## src/rtl/mem_sequencer_if.sv

```systemverilog
// Command handshake and memory-block control bus between the instruction decoder and mem_sequencer.
// The requester side drives commands and stall; the sequencer side drives every control word.
interface mem_sequencer_if;
   logic       cmd_valid;
   logic [2:0] cmd;
   logic       cmd_ready;
   logic       stall;
   logic [2:0] addroutctl;
   logic [2:0] addrloadctl;
   logic [3:0] outctl;
   logic [3:0] loadctl;
   logic       spinc;
   logic       spdec;
   logic       ext_oe;
   logic       ext_ld;
   logic       done;
   logic       err;

   modport master (
      output cmd_valid, cmd, stall,
      input  cmd_ready, addroutctl, addrloadctl, outctl, loadctl,
             spinc, spdec, ext_oe, ext_ld, done, err
   );

   modport slave (
      input  cmd_valid, cmd, stall,
      output cmd_ready, addroutctl, addrloadctl, outctl, loadctl,
             spinc, spdec, ext_oe, ext_ld, done, err
   );
endinterface

```

## src/rtl/mem_sequencer.sv

```systemverilog
// Memory-block sequencer: expands one accepted bus command into one or two control-word steps.
// Control words are decoded combinationally from the registered step and the live stall input.
module mem_sequencer #(
   parameter logic [2:0] AO_IDLE = 3'd7,
   parameter logic [3:0] OC_IDLE = 4'b0111,
   parameter logic [3:0] LC_IDLE = 4'b0111
) (
   input  logic            clk,
   input  logic            rstn,
   mem_sequencer_if.slave  bus
);

   localparam logic [2:0] AO_TX  = 3'd0;
   localparam logic [2:0] AO_SP  = 3'd3;
   localparam logic [2:0] AO_LR  = 3'd4;
   localparam logic [2:0] AO_PC  = 3'd5;

   localparam logic [3:0] OC_MEM = 4'b0011;
   localparam logic [3:0] LC_IR  = 4'b0100;
   localparam logic [3:0] LC_MEM = 4'b0011;
   localparam logic [3:0] LC_TXH = 4'b0101;
   localparam logic [3:0] LC_TXL = 4'b1011;

   typedef enum logic [3:0] {
      S_IDLE,
      S_FETCH0,
      S_LDTX0,
      S_LDTX1,
      S_JUMP0,
      S_PUSH0,
      S_PUSH1,
      S_POP0,
      S_POP1,
      S_CALL0,
      S_CALL1,
      S_ILL0
   } state_t;

   state_t st, nxt;

   always_ff @(posedge clk or negedge rstn) begin
      if (!rstn) st <= S_IDLE;
      else       st <= nxt;
   end

   // Next state: the command is captured only in IDLE; busy steps advance only when not stalled.
   always_comb begin
      nxt = st;
      if (st == S_IDLE) begin
         if (bus.cmd_valid) begin
            case (bus.cmd)
               3'd0:    nxt = S_FETCH0;
               3'd1:    nxt = S_LDTX0;
               3'd2:    nxt = S_JUMP0;
               3'd3:    nxt = S_PUSH0;
               3'd4:    nxt = S_POP0;
               3'd5:    nxt = S_CALL0;
               default: nxt = S_ILL0;
            endcase
         end
      end else if (!bus.stall) begin
         case (st)
            S_LDTX0: nxt = S_LDTX1;
            S_PUSH0: nxt = S_PUSH1;
            S_POP0:  nxt = S_POP1;
            S_CALL0: nxt = S_CALL1;
            default: nxt = S_IDLE;
         endcase
      end
   end

   // Control words: each step drives at most one address-bus driver and one mbus driver.
   always_comb begin
      bus.cmd_ready   = (st == S_IDLE);
      bus.addroutctl  = AO_IDLE;
      bus.addrloadctl = AO_IDLE;
      bus.outctl      = OC_IDLE;
      bus.loadctl     = LC_IDLE;
      bus.spinc       = 1'b1;
      bus.spdec       = 1'b1;
      bus.ext_oe      = 1'b0;
      bus.ext_ld      = 1'b0;
      bus.done        = 1'b0;
      bus.err         = 1'b0;
      if (!bus.stall) begin
         case (st)
            S_FETCH0: begin
               bus.addroutctl = AO_PC;
               bus.outctl     = OC_MEM;
               bus.loadctl    = LC_IR;
               bus.done       = 1'b1;
            end
            S_LDTX0: begin
               bus.addroutctl = AO_PC;
               bus.outctl     = OC_MEM;
               bus.loadctl    = LC_TXL;
            end
            S_LDTX1: begin
               bus.addroutctl = AO_PC;
               bus.outctl     = OC_MEM;
               bus.loadctl    = LC_TXH;
               bus.done       = 1'b1;
            end
            S_JUMP0: begin
               bus.addroutctl  = AO_TX;
               bus.addrloadctl = AO_PC;
               bus.done        = 1'b1;
            end
            S_PUSH0: bus.spdec = 1'b0;
            S_PUSH1: begin
               bus.addroutctl = AO_SP;
               bus.loadctl    = LC_MEM;
               bus.ext_oe     = 1'b1;
               bus.done       = 1'b1;
            end
            S_POP0: begin
               bus.addroutctl = AO_SP;
               bus.outctl     = OC_MEM;
               bus.ext_ld     = 1'b1;
            end
            S_POP1: begin
               bus.spinc = 1'b0;
               bus.done  = 1'b1;
            end
            S_CALL0: begin
               bus.addroutctl  = AO_PC;
               bus.addrloadctl = AO_LR;
            end
            S_CALL1: begin
               bus.addroutctl  = AO_TX;
               bus.addrloadctl = AO_PC;
               bus.done        = 1'b1;
            end
            S_ILL0: begin
               bus.done = 1'b1;
               bus.err  = 1'b1;
            end
            default: ;
         endcase
      end
   end

endmodule
```

## src/flat_wrapper.sv

```systemverilog
// flat-port wrapper written by rule: the top's interface ports become plain ports
module mem_sequencer_flat 
#(
   parameter logic [2:0] AO_IDLE = 3'd7,
   parameter logic [3:0] OC_IDLE = 4'b0111,
   parameter logic [3:0] LC_IDLE = 4'b0111
)
  (clk, rstn, bus_cmd_valid, bus_cmd, bus_stall, bus_cmd_ready, bus_addroutctl, bus_addrloadctl, bus_outctl, bus_loadctl, bus_spinc, bus_spdec, bus_ext_oe, bus_ext_ld, bus_done, bus_err);
  mem_sequencer_if bus_i ();
  input  logic clk;
  input  logic rstn;
  input wire logic [$bits(bus_i.cmd_valid)-1:0] bus_cmd_valid;
  input wire logic [$bits(bus_i.cmd)-1:0] bus_cmd;
  input wire logic [$bits(bus_i.stall)-1:0] bus_stall;
  output wire logic [$bits(bus_i.cmd_ready)-1:0] bus_cmd_ready;
  output wire logic [$bits(bus_i.addroutctl)-1:0] bus_addroutctl;
  output wire logic [$bits(bus_i.addrloadctl)-1:0] bus_addrloadctl;
  output wire logic [$bits(bus_i.outctl)-1:0] bus_outctl;
  output wire logic [$bits(bus_i.loadctl)-1:0] bus_loadctl;
  output wire logic [$bits(bus_i.spinc)-1:0] bus_spinc;
  output wire logic [$bits(bus_i.spdec)-1:0] bus_spdec;
  output wire logic [$bits(bus_i.ext_oe)-1:0] bus_ext_oe;
  output wire logic [$bits(bus_i.ext_ld)-1:0] bus_ext_ld;
  output wire logic [$bits(bus_i.done)-1:0] bus_done;
  output wire logic [$bits(bus_i.err)-1:0] bus_err;
  assign bus_i.cmd_valid = bus_cmd_valid;
  assign bus_i.cmd = bus_cmd;
  assign bus_i.stall = bus_stall;
  assign bus_cmd_ready = bus_i.cmd_ready;
  assign bus_addroutctl = bus_i.addroutctl;
  assign bus_addrloadctl = bus_i.addrloadctl;
  assign bus_outctl = bus_i.outctl;
  assign bus_loadctl = bus_i.loadctl;
  assign bus_spinc = bus_i.spinc;
  assign bus_spdec = bus_i.spdec;
  assign bus_ext_oe = bus_i.ext_oe;
  assign bus_ext_ld = bus_i.ext_ld;
  assign bus_done = bus_i.done;
  assign bus_err = bus_i.err;
  mem_sequencer #(.AO_IDLE(AO_IDLE), .OC_IDLE(OC_IDLE), .LC_IDLE(LC_IDLE)) u_core (.clk(clk), .rstn(rstn), .bus(bus_i));
endmodule
```

## config.mk

```make
export PLATFORM = sky130hd
export DESIGN_NAME = mem_sequencer_flat
export DESIGN_NICKNAME = d
export VERILOG_FILES = /design/src/rtl/mem_sequencer_if.sv /design/src/rtl/mem_sequencer.sv /design/src/flat_wrapper.sv
export SDC_FILE = /design/constraint.sdc
export NUM_CORES = 1
export LEC_CHECK = 0
export ABC_AREA = 0
export BUFFER_PORTS_ARGS = -buffer_cell sky130_fd_sc_hd__buf_2
export CELL_PAD_IN_SITES_DETAIL_PLACEMENT = 0
export CELL_PAD_IN_SITES_GLOBAL_PLACEMENT = 1
export CORE_UTILIZATION = 30
export DETAILED_ROUTE_END_ITERATION = 7
export PLACE_DENSITY = 0.85
export SLEW_MARGIN = 20
export SYNTH_ARGS = -nofsm -noshare
export SYNTH_HDL_FRONTEND = slang
export SYNTH_SLANG_ARGS = --single-unit
```

## constraint.sdc

```tcl
create_clock -name clk -period 3.7 [get_ports clk]
set_input_delay 0.74 -clock clk [delete_from_list [all_inputs] [get_ports clk]]
set_output_delay 0.74 -clock clk [all_outputs]
set_load 0.02 [all_outputs]
```

==> results of run 1 <==
==> routing by layer <==
metal  global-route usage, %  vias to the layer above  part of all wire (%)
met5                       0                        -                     0
met2                   21.47                       30                    45
li1                        -                      296                     -
met3                   2.917                        2                   7.6
met1                   20.25                      248                    46
met4                   3.636                        0                   1.1
==> power breakdown <==
group	internal, mW	total, mW	switching, mW	leakage (nW)
Combinational	0.113	0.278	0.166	0.220
Clock	0.0362	0.0534	0.0171	0.0138
Sequential	0.0606	0.129	0.0683	0.0503
Total	0.210	0.461	0.251	0.284
==> through the flow <==
step                area (sq um)  total power, mW
floorplan                  536.8           0.3372
global placement           621.8           0.4080
detailed placement         621.8           0.4077
CTS                        644.4           0.4641
global route               644.4           0.5091
finish                     644.4           0.4607
==> cells in the mapped netlist <==
cell	count
a2111oi_0	1
a21boi_0	3
a21oi_1	2
a31oi_1	1
and3_1	2
buf_2	1
buf_4	4
clkbuf_1	4
conb_1	2
dfrtp_1	4
inv_1	3
maj3_1	1
mux2_2	1
mux2i_1	2
nand2_1	9
nand2b_1	4
nand3_1	1
nand3b_1	2
nor2_1	11
nor2b_1	4
nor3_1	2
nor4_4	1
o2111ai_1	1
o21ai_0	7
o22ai_1	2
xnor2_1	3
==> layout make-up <==
cell class	instances	share of cell area (%)
Tap cell	16	3.107
Clock buffer	3	3.495
Sequential cell	4	15.53
Inverter	3	1.748
Multi-Input combinational cell	64	58.25
Timing Repair Buffer	23	17.86
==> worst min path at each step <==
| stage | start | endpoint | slack, ps | depth (start not counted) |
|---|---|---|---|---|
| after detailed placement | rstn | u_core.st[3] | 550 | 1 |
| after global placement | rstn | u_core.st[2] | 540 | 1 |
| final | rstn | u_core.st[3] | 310 | 1 |
| after CTS | rstn | u_core.st[0] | 300 | 1 |
| after global routing | rstn | u_core.st[2] | 300 | 1 |
| after floorplan | rstn | u_core.st[0] | 440 | 0 |
==> logic make-up (layout without fill, tap and decap cells) <==
group,Yosys count,count (layout)
mux,3,3
simple gates,36,36
buf+inv,12,29
other cells,2,4
xor+xnor,3,3
flops,4,4
fa+ha+maj,1,1
compound gates,17,17
==> worst max-delay path, cell delays in order (launching register included) <==
cell       delay, ps
dfrtp_1          620
nand2b_1         240
a21boi_0         100
a2111oi_0        360
buf_2            240
==> impl_metrics.tcl, run 1 <==
set metrics [dict create \
    drtIter0Drc 11 \
    via_per_inst 5.097 \
    setup_ws_ps 1169 \
    synthDistinctLibCells 26 \
    synth_fa_ha_area_share_pct 1.891 \
    finalHoldViolations 0 \
    grt_pass1_wl_microns 2132 \
    nNetsFinal 106 \
    crit_fanout 13 \
    largest_reg_flops 4 \
    grt_max_degree 15 \
    hold_class "in2async" \
    final_core_util_pct 40.87 \
    synthTopCellsByArea "dfrtp_1, nor2_1, o21ai_0" \
    fin_tns_setup_ps 0 \
    clock_latency_ps 230 \
    cts_buffer_depth 2 \
    r2r_slack_ps 1850 \
    drc 0 \
    reg2regPathDepth 4 \
    crit_path_start_kind "flip-flop" \
    nFillCells 172 \
    cts_tree "built" \
    synthCells 78 \
    vias 576 \
    drt_wl_total_microns 1281 \
    cp-end-kind "primary output" \
    diodes 0 \
    wl_per_cell_microns 11.34 \
    cp.arrival_ps 1790 \
    register_area_sq_um 100.1 \
    leakagePower_nw 0.2838 \
    synth_top_family_by_area "simple AND/OR/NAND/NOR gates" \
    cts.sinks 4 \
    finalCritPeriodShare_pct 68.40 \
    pin_count 28 \
    synthMuxAreaShare_pct 5.910 \
    gp_congestion 0.8301 \
    first_pass_iters 6 \
    max_clock_freq_ghz 0.3951 \
    synth-simple-area-share_pct 35.70 \
    cts_setup_buffers 0 \
    outcome "completed" \
    cp-endpoint "bus_done" \
    fin_skew_ps 0.6092 \
    slew_viol_final 0 \
    syn_avg_cell_area_sq_um 6.785 \
    setup_violations 0 \
    r2r-start "u_core.st[2]" \
    grt_usage_pct 14.13 \
    rsz0062_at_grt "no" \
    antenna_left 0 \
    final_common_cell "buf_2" \
    antenna_found_initial 0 \
    min_period_ps 2531 \
    core_sq_mm 0.001577 \
    drive_gt1_share_pct 28.87 \
    yosys.area.top_type "dfrtp_1" \
    largest-register "u_core.st" \
    cts-root-buf "clkbuf_4" \
    layout_common_cells "buf_2, nor2_1, nand2_1, o21ai_0" \
    critPathKind "reg2out" \
    dieArea_sq_mm 0.001936 \
    maxCapViolations 0 \
    pre_cts_slack_ps 1400 \
    cp_data_required_time_ps 2960 \
    synthXorXnorAreaFrac_pct 4.965 \
    startpoint "u_core.st[1]" \
    syn_to_final_growth_pct 21.75 \
    fp.dieW_microns 44 \
    die_y_microns 44 \
    dp_cells 110 \
    ys.warnings.count 0 \
    reg_top3 "u_core.st x4" \
    rows 14 \
    ys_ff_latch 4 \
    cts.clk_slew.worst_paths_ps 40 \
    synth_compound_area_share_pct 19.62 \
    multi_input_area_sq_um 375.4 \
    stdcell_count 113 \
    timing.hold.ws_ps 306.7 \
    hold_buffers 0 \
    synth-seq-area-share_pct 18.91 \
    power.density_mw_per_mm2 715.0 \
    rr_endpoint "u_core.st[3]" \
    portBuffers 23 \
    grt_pass1_vias 478 \
    dpl.hpwl_microns 994.7 \
    cts_buffers 3 \
    vdd_ir_drop_max_uv 263.3 \
    synthDominantCellAreaShare_pct 18.91 \
    grt_overflow_total 0 \
    syn_area_sq_um 529.3 \
    cts-resized-gates 0 \
    start_util_pct 33.57 \
    h-tree-depth 1 \
]
Note: power is estimated with default switching activity, not from simulation.
==> inputs of run 2 (changes only) <==
- CORE_UTILIZATION: 30 -> 26
- PLACE_DENSITY: 0.85 -> 0.79
- clock period: 3.7 -> 2.2 ns (I/O delays scaled with it)
==> run 2 against run 1 <==
  * Critical path depth up 1
  * Design area grew 5.0%
  * Non-clock buffer count increased by 2
  * Worst hold slack improved by 230 ps
  * Combinational power up 77%
  * Wire length increased by 4.5%
  * Sequential cell count unchanged
  * Clock skew hardly changed
  * First-iteration DRC count is 36% lower
  * Register-to-register slack worse by 1500 ps
  * Sequential share of layout area is 0.38 points lower
  * Via count increased by 3.6%
  * Critical endpoint is now bus_addrloadctl[1]
==> impl_metrics.tcl, run 2 (same netlist as run 1, synthesis figures left out) <==
set metrics [dict create \
    outcome "completed" \
    crit_fanout 12 \
    crit_path_start_kind "flip-flop" \
    reg2regPathDepth 4 \
    syn_to_final_growth_pct 27.90 \
    final_core_util_pct 37.18 \
    antenna_found_initial 0 \
    maxCapViolations 0 \
    path_cells "nor2b_1 > nand2_1 > o21ai_0 > a21boi_0 > buf_2" \
    diodes 0 \
    cp-endpoint "bus_addrloadctl[1]" \
    cts_setup_buffers 0 \
    dieArea_sq_mm 0.002220 \
    leakagePower_nw 0.2909 \
    pin_count 28 \
    start_util_pct 29.07 \
    first_pass_iters 4 \
    grt_pass1_vias 518 \
    p_clk_share_pct 11.2 \
    finalCritPeriodShare_pct 95.38 \
    largest-register "u_core.st" \
    min_period_ps 2098 \
    finalHoldViolations 0 \
    vias 597 \
    grt_pass1_wl_microns 2097 \
    fin_skew_ps 0.9044 \
    drive_gt1_share_pct 32.32 \
    p_int_mw 0.3717 \
    drtIter0Drc 7 \
    reg_top3 "u_core.st x4" \
    rsz0062_at_grt "no" \
    final_common_cell "buf_2" \
    multi_input_area_sq_um 376.6 \
    worst-path-stages 5 \
    core_sq_mm 0.001821 \
    rr_endpoint "u_core.st[3]" \
    largest_reg_flops 4 \
    nFillCells 206 \
    hold_class "in2async" \
    wl_per_cell_microns 10.80 \
    clock_latency_ps 230 \
    cts_tree "built" \
    slew_viol_final 0 \
    rows 15 \
    grt_overflow_total 0 \
    nNetsFinal 108 \
    switchingPower_mw 0.4281 \
    grt_max_degree 15 \
    cts-root-buf "clkbuf_4" \
    vdd_ir_drop_max_uv 416.8 \
    critPathKind "reg2out" \
    timing.critical_path.buf_inv 1 \
    cts.sinks 4 \
    setup_violations 0 \
    via_per_inst 4.815 \
    portBuffers 23 \
    startpoint "u_core.st[3]" \
    fin_tns_setup_ps 0 \
    r2r_slack_ps 320 \
    cp_data_required_time_ps 1760 \
    grt_usage_pct 13.20 \
    cts_buffer_depth 2 \
    cp.arrival_ps 1660 \
    slowest_stage "dfrtp_1" \
    max_stage_delay_ps 590 \
    setup_ws_ps 101.7 \
    cp-end-kind "primary output" \
    cts_buffers 3 \
    drc 0 \
    cts.clk_slew.worst_paths_ps 40 \
    antenna_left 0 \
    fp.dieW_microns 47.12 \
    total_power_mw 0.7999 \
    drt_wl_total_microns 1339 \
    swShare_pct 53.53 \
    h-tree-depth 1 \
    comb_power_share_pct 61.6 \
    pre_cts_slack_ps 282.4 \
    cpLargestDelayFamily "flip-flops" \
    r2r-start "u_core.st[3]" \
    max_clock_freq_ghz 0.4766 \
    power.density_mw_per_mm2 1182 \
    dpl.hpwl_microns 1052 \
    die_y_microns 47.12 \
    gp_congestion 0.7630 \
    layout_common_cells "buf_2, nor2_1, nand2_1, o21ai_0" \
    register_area_sq_um 102.6 \
    p_seq_share_pct 27.1 \
]
## run 2: cell count changes in the layout (fill, tap and decap cells not counted), sizes merged
cell,before,now
buf,23,24
dlygate4sd3,0,1
## run 2: power by group through the flow
| stage | clock network, mW | logic [mW] | registers (mW) |
|---|---|---|---|
| final | 0.0899 | 0.493 | 0.217 |
| after global routing | 0.0962 | 0.541 | 0.227 |
| after CTS | 0.0936 | 0.497 | 0.210 |
| after detailed placement | 0 | 0.494 | 0.212 |
| after global placement | 0 | 0.494 | 0.209 |
| after floorplan | 0 | 0.430 | 0.140 |
## run 2: per-stage QoR
stage	hold slack (ps)	std cells	cell area (sq um)
2_1_floorplan	144.4	80	538.0
3_3_place_gp	247.5	120	641.9
3_5_place_dp	245.6	120	641.9
4_1_cts	533.4	124	674.4
5_1_grt	550.1	124	676.9
6_report	537.3	124	676.9
## run 2: timing repair
item,4_1_cts,5_1_grt
hold buffers,1,0
setup endpoints to repair,0,2
gates resized for setup,0,3
endpoints found under the hold margin,4,0
## run 2: final cells by class
type	count	area share, %
repair buffers	25	19.59
inverters	3	1.664
well taps	25	4.621
flip-flops and latches	4	15.16
clock buffers	3	3.327
multi-input cells	64	55.64
## run 2: metal layers
metal | wire (microns) | vias up | GRT usage, %
met5 | 0 | - | 0
met4 | 17 | 0 | 5.714
met3 | 74 | 2 | 1.154
met2 | 631 | 25 | 24.17
met1 | 616 | 272 | 15.58
li1 | - | 298 | -
## run 2: worst min path at each step
stage / to / depth (start not counted) / start
5_1_grt: u_core.st[0] / 2 / rstn
3_5_place_dp: u_core.st[0] / 1 / rstn
4_1_cts: u_core.st[2] / 3 / bus_cmd_valid
2_1_floorplan: u_core.st[0] / 0 / rstn
3_3_place_gp: u_core.st[0] / 1 / rstn
6_report: u_core.st[0] / 2 / rstn
